File: config.mk
export PLATFORM = sky130hd
export DESIGN_NAME = counter_bank
export DESIGN_NICKNAME = d
export VERILOG_FILES = /design/src/rtl/counter_pkg.sv /design/src/rtl/counter_ch.sv /design/src/rtl/counter_bank.sv
export SDC_FILE = /design/constraint.sdc
export NUM_CORES = 1
export LEC_CHECK = 0
export CORE_MARGIN = 1.5
export CORE_UTILIZATION = 36
export DETAILED_ROUTE_END_ITERATION = 10
export PLACE_DENSITY_LB_ADDON = 0.12
export SYNTH_ARGS = -nofsm -noshare
export SYNTH_HDL_FRONTEND = slang
export SYNTH_HIERARCHICAL = 1
export SYNTH_SLANG_ARGS = --single-unit
export TNS_END_PERCENT = 1
File: constraint.sdc
create_clock -name clk -period 2.4 [get_ports clk]
set_clock_uncertainty 0.15 [all_clocks]
set_input_delay 0.36 -clock clk [delete_from_list [all_inputs] [get_ports clk]]
set_output_delay 0.36 -clock clk [all_outputs]
set_load 0.05 [all_outputs]
File: src/rtl/counter_pkg.sv
// Shared types for the counter bank.
// Channel FSM states and count modes.
package counter_pkg;

  typedef enum logic {
    CH_IDLE,
    CH_RUN
  } ch_state_e;

  typedef enum logic {
    MODE_ONESHOT,
    MODE_RELOAD
  } mode_e;

endpackage

File: src/rtl/counter_ch.sv
// One counter channel: start/stop FSM, terminal detection,
// sticky done and overrun flags.
module counter_ch
  import counter_pkg::*;
#(
  parameter int WIDTH_CNT = 5
) (
  input  logic                 clk,
  input  logic                 rst,
  input  logic                 start,
  input  logic                 stop,
  input  logic                 en,
  input  logic                 mode,
  input  logic [WIDTH_CNT-1:0] term,
  input  logic                 ack,
  output logic                 busy,
  output logic [WIDTH_CNT-1:0] count,
  output logic                 done,
  output logic                 overrun
);

  ch_state_e            state_q, state_d;
  mode_e                mode_q, mode_d;
  logic [WIDTH_CNT-1:0] count_q, count_d;
  logic [WIDTH_CNT-1:0] term_q, term_d;
  logic                 done_q, done_d;
  logic                 ovr_q, ovr_d;

  logic run;
  logic at_term;
  logic do_stop;
  logic do_start;
  logic do_term;
  logic do_inc;

  assign run      = (state_q == CH_RUN);
  assign at_term  = (count_q == term_q);
  assign do_stop  = stop;
  assign do_start = start & ~stop;
  assign do_term  = run & en & at_term & ~stop & ~start;
  assign do_inc   = run & en & ~at_term & ~stop & ~start;

  always_comb begin
    state_d = state_q;
    mode_d  = mode_q;
    count_d = count_q;
    term_d  = term_q;
    unique case (1'b1)
      do_stop: begin
        state_d = CH_IDLE;
      end
      do_start: begin
        state_d = CH_RUN;
        count_d = '0;
        term_d  = term;
        mode_d  = mode_e'(mode);
      end
      do_term: begin
        if (mode_q == MODE_RELOAD) begin
          count_d = '0;
        end else begin
          state_d = CH_IDLE;
        end
      end
      do_inc: begin
        count_d = count_q + WIDTH_CNT'(1);
      end
      default: begin
        state_d = state_q;
      end
    endcase
  end

  // A set that coincides with ack wins, so no event is lost.
  always_comb begin
    done_d = do_term | (done_q & ~ack);
    ovr_d  = (do_term & done_q & ~ack) | (ovr_q & ~ack);
  end

  always_ff @(posedge clk or posedge rst) begin
    if (rst) begin
      state_q <= CH_IDLE;
      mode_q  <= MODE_ONESHOT;
      count_q <= '0;
      term_q  <= '0;
      done_q  <= 1'b0;
      ovr_q   <= 1'b0;
    end else begin
      state_q <= state_d;
      mode_q  <= mode_d;
      count_q <= count_d;
      term_q  <= term_d;
      done_q  <= done_d;
      ovr_q   <= ovr_d;
    end
  end

  assign busy    = run;
  assign count   = count_q;
  assign done    = done_q;
  assign overrun = ovr_q;

endmodule

File: src/rtl/counter_bank.sv
// Bank of independent counter channels with a shared
// interrupt formed from the done flags.
module counter_bank
  import counter_pkg::*;
#(
  parameter int NUM_CH    = 4,
  parameter int WIDTH_CNT = 5
) (
  input  logic                          clk,
  input  logic                          rst,
  input  logic [NUM_CH-1:0]             start_i,
  input  logic [NUM_CH-1:0]             stop_i,
  input  logic [NUM_CH-1:0]             en_i,
  input  logic [NUM_CH-1:0]             mode_i,
  input  logic [NUM_CH*WIDTH_CNT-1:0]   term_i,
  input  logic [NUM_CH-1:0]             ack_i,
  output logic [NUM_CH-1:0]             busy_o,
  output logic [NUM_CH*WIDTH_CNT-1:0]   count_o,
  output logic [NUM_CH-1:0]             done_o,
  output logic [NUM_CH-1:0]             overrun_o,
  output logic                          irq_o
);

  for (genvar c = 0; c < NUM_CH; c++) begin : g_ch
    counter_ch #(
      .WIDTH_CNT(WIDTH_CNT)
    ) u_ch (
      .clk    (clk),
      .rst    (rst),
      .start  (start_i[c]),
      .stop   (stop_i[c]),
      .en     (en_i[c]),
      .mode   (mode_i[c]),
      .term   (term_i[c*WIDTH_CNT +: WIDTH_CNT]),
      .ack    (ack_i[c]),
      .busy   (busy_o[c]),
      .count  (count_o[c*WIDTH_CNT +: WIDTH_CNT]),
      .done   (done_o[c]),
      .overrun(overrun_o[c])
    );
  end

  assign irq_o = |done_o;

endmodule

==> results of run 1 <==
-- layout by cell type, fill, tap and decap left out, types with 5 or more instances in the layout --
master / synthesis / routed
clkdlybuf4s50_1: 0 / 73
dfrtp_1: 56 / 56
inv_1: 28 / 28
mux2_2: 24 / 24
xnor2_1: 20 / 20
nand2_1: 20 / 20
nor3_1: 16 / 16
o21ai_0: 12 / 12
o221ai_1: 12 / 12
nor2_1: 8 / 8
o22ai_1: 8 / 8
nand2b_1: 8 / 8
nand3_1: 8 / 8
clkbuf_8: 0 / 5
-- cells in the mapped netlist --
cell	number	share of area [%]
o2111ai_1	4	1.2
a21oi_1	4	0.71
mux2i_1	4	1.4
o21ai_0	12	2.1
nor3_1	16	2.8
o41a_1	4	1.6
nand2_1	20	2.7
nand4bb_1	4	1.6
nand3_2	4	1.4
nand3_1	8	1.4
or4_1	1	0.27
nand2b_1	8	1.8
nor2b_1	4	0.89
clkbuf_1	4	0.53
nor2_1	8	1.1
ha_1	4	1.8
nor4_1	4	0.89
o22ai_1	8	1.8
dfrtp_1	56	50
o221ai_1	12	3.7
inv_1	28	3.7
mux2_2	24	9.6
xnor2_1	20	6.2
or3_1	4	0.89
-- logic make-up (layout without fill, tap and decap cells) --
| kind of cell | Yosys count | after routing | share of synthesized area (%) |
|---|---|---|---|
| simple gates | 81 | 81 | 15.7 |
| flops | 56 | 56 | 49.8 |
| compound gates | 44 | 44 | 11.2 |
| buf+inv | 32 | 113 | 4.27 |
| mux | 28 | 28 | 11.0 |
| xor+xnor | 20 | 20 | 6.22 |
| fa+ha+maj | 4 | 4 | 1.78 |
-- flip-flops by register name (all words and copies together), names as in the netlist --
name and count:
g_ch.u_ch/count 20, g_ch.u_ch/term_q 20, g_ch.u_ch/busy 4, g_ch.u_ch/done 4, g_ch.u_ch/mode_q 4, g_ch.u_ch/overrun 4
-- final cells by class --
class / count / area, um^2
Clock buffer: 6 / 72.6
Clock inverter: 2 / 35.0
Fill cell: 727 / 3850
Inverter: 28 / 105
Multi-Input combinational cell: 177 / 1290
Sequential cell: 56 / 1400
Tap cell: 102 / 128
Timing Repair Buffer: 77 / 761
-- worst register-to-register path: cells and delay by family (launching register included) --
family           cells  cell delay [ns]
flip-flops           1             0.46
XOR/XNOR             1             0.22
AO/OA/AOI/OAI        2             0.77
AND/OR/NAND/NOR      1             0.17
-- report_power, final --
part | total (uW) | switching [uW] | leakage [uW] | internal (uW)
clock network | 611 | 300 | 0.0000552 | 310
logic | 403 | 198 | 0.000682 | 204
registers | 1080 | 61.6 | 0.000721 | 1020
-- through the flow --
| stage | hold slack (ns) | utilization [%] | total power [uW] | setup WS [ns] |
|---|---|---|---|---|
| 5_1_grt | 0.408 | 49.6 | 2210 | 0.155 |
| 4_1_cts | 0.364 | 49.6 | 2130 | 0.237 |
| 6_report | 0.333 | 49.6 | 2090 | 0.258 |
| 3_5_place_dp | 0.368 | 48.2 | 1510 | 0.334 |
| 2_1_floorplan | 0.0992 | - | 1350 | 0.504 |
| 3_3_place_gp | 0.361 | 48.2 | 1500 | 0.367 |
-- layer usage --
| layer | global-route usage [%] | vias to the layer above | wire (um) |
|---|---|---|---|
| met3 | 2.60 | 6 | 178 |
| met1 | 21.3 | 1089 | 2970 |
| met4 | 5.08 | 0 | 70 |
| li1 | - | 1114 | - |
| met2 | 25.7 | 46 | 2870 |
| met5 | 0 | - | 0 |
-- worst paths after layout --
check                                  startpoint                     end  cells after the start
min in group clk           g_ch[2].u_ch/term_q[2]  g_ch[2].u_ch/term_q[2]                      1
min                                           rst       g_ch[1].u_ch/done                      2
max                         g_ch[0].u_ch/count[2]              count_o[2]                      1
max reg2reg                 g_ch[2].u_ch/count[3]   g_ch[2].u_ch/count[4]                      4
min reg2reg                g_ch[2].u_ch/term_q[2]  g_ch[2].u_ch/term_q[2]                      1
max in group asynchronous                     rst     g_ch[2].u_ch/mode_q                      2
==> summary.txt, run 1 <==
Outcome
  – Status: finished, final reports clean

Yosys
  – Synth cell types: 24
  – FF+latch count, synth: 56
  – Ys Warns: 6
  – Syn_nets: 311
  – Cell Area, Synth: 2820 um^2
  – Mean Syn Cell Area: 10.6 um^2
  – Seq/Total Area, Yosys: 49.8%
  – Mapped Cells: 265

Worst setup path
  – Cell with the largest stage delay on the worst path: clkdlybuf4s50_1
  – CP delay by family, top: buffers and inverters
  – Critical Path AT: 1.63 ns
  – R2r setup slk: 0.50 ns
  – Crit. End Element: output pin
  – Cells along the critical path: clkdlybuf4s50_1
  – Crit path launch type: flip-flop
  – Critical Path RT: 1.89 ns
  – Worst Path Max Fanout: 6
  – Crit path largest cell delay: 0.85 ns
  – Buf/Inv on CP: 1
  – CP Class: flip-flop to output pin

Clock tree
  – Clock Root Buffer: clkbuf_8
  – CTS tree: yes
  – Skew-Pair Late Insertion Delay: 0.30 ns
  – Post_cts resized: 0
  – Reg clk slew, reported paths: 0.10 ns
  – Sink Count: 56
  – Bufs on Longest Clock Path: 2
  – Setup repair bufs after CTS: 0
  – # hold bufs at CTS: 0
  – H-tree lvl count: 2
  – Total CTS buffers: 5

Timing
  – Highest clock rate: 467 MHz
  – Final Max Slew Viols: 0
  – Finish-stage setup viols: 0
  – Slew Limit Headroom: 59.7%
  – Setup_tns: 0 ns
  – Tcrit/Tclk final: 89.3%
  – Worst slew pin tran: 0.598 ns
  – RSZ-0062 raised after global routing: false
  – Min Tclk post-route: 2.14 ns
  – Fin. Hold Viols: 0

Floorplan
  – Die width: 91.4 um
  – Die Ht: 91.4 um
  – Die area: 8360 um^2
  – Starting Density: 36.8%
  – Boundary pin count: 75
  – Core Region: 7650 um^2
  – FP Rows: 32

Global route
  – First-pass GRT wire length: 10.7 mm
  – Largest net degree at the start of global routing: 17
  – Initial antenna violation count: 0
  – Gr usage total: 15.8%
  – Total grt overflow: 0
  – Vias in the first global route: 2,289

Routing
  – Drt first pass iters: 4
  – Antenna-violating nets left: 0
  – Vias: 2,255
  – DRT Wirelength: 6.09 mm
  – Vias/cell: 5.03
  – Wire length per cell: 13.6 um
  – DRC viols: 0
  – DRC marker count from the first detailed-route iteration: 66

Placed design
  – Placement Cell Area: 3690 um^2
  – PortBufs: 74
  – Dpl cells: 440
  – Gpl congestion: 0.768
  – Estimated wirelength of the detail-placed design: 4.57 mm

Pwr
  – Worst VDD drop: 0.255 mV
  – Pwr dens: 551 nW/um^2
  – Pleak: 0.00146 uW

Cells and area
  – Final Non-Filler Cells: 448
  – Share of cells above drive strength 1: 11.3%
  – N_diodes: 0
  – Layout Nets: 391
  – Post-route cell area: 3800 um^2
  – Area delta synth->final: 34.8%

Hold path
  – Hold Crit Class: input pin to asynchronous set/reset pin

Job
  – Max Cap Viol: 0
Note: power is estimated with default switching activity, not from simulation.
==> inputs of run 2 (changes only) <==
- HOLD_SLACK_MARGIN: not set -> 0.02
- SETUP_SLACK_MARGIN: not set -> 0.1
==> results of run 2 <==
Same layout as run 1: the final DEF is identical, and so are final timing and power.
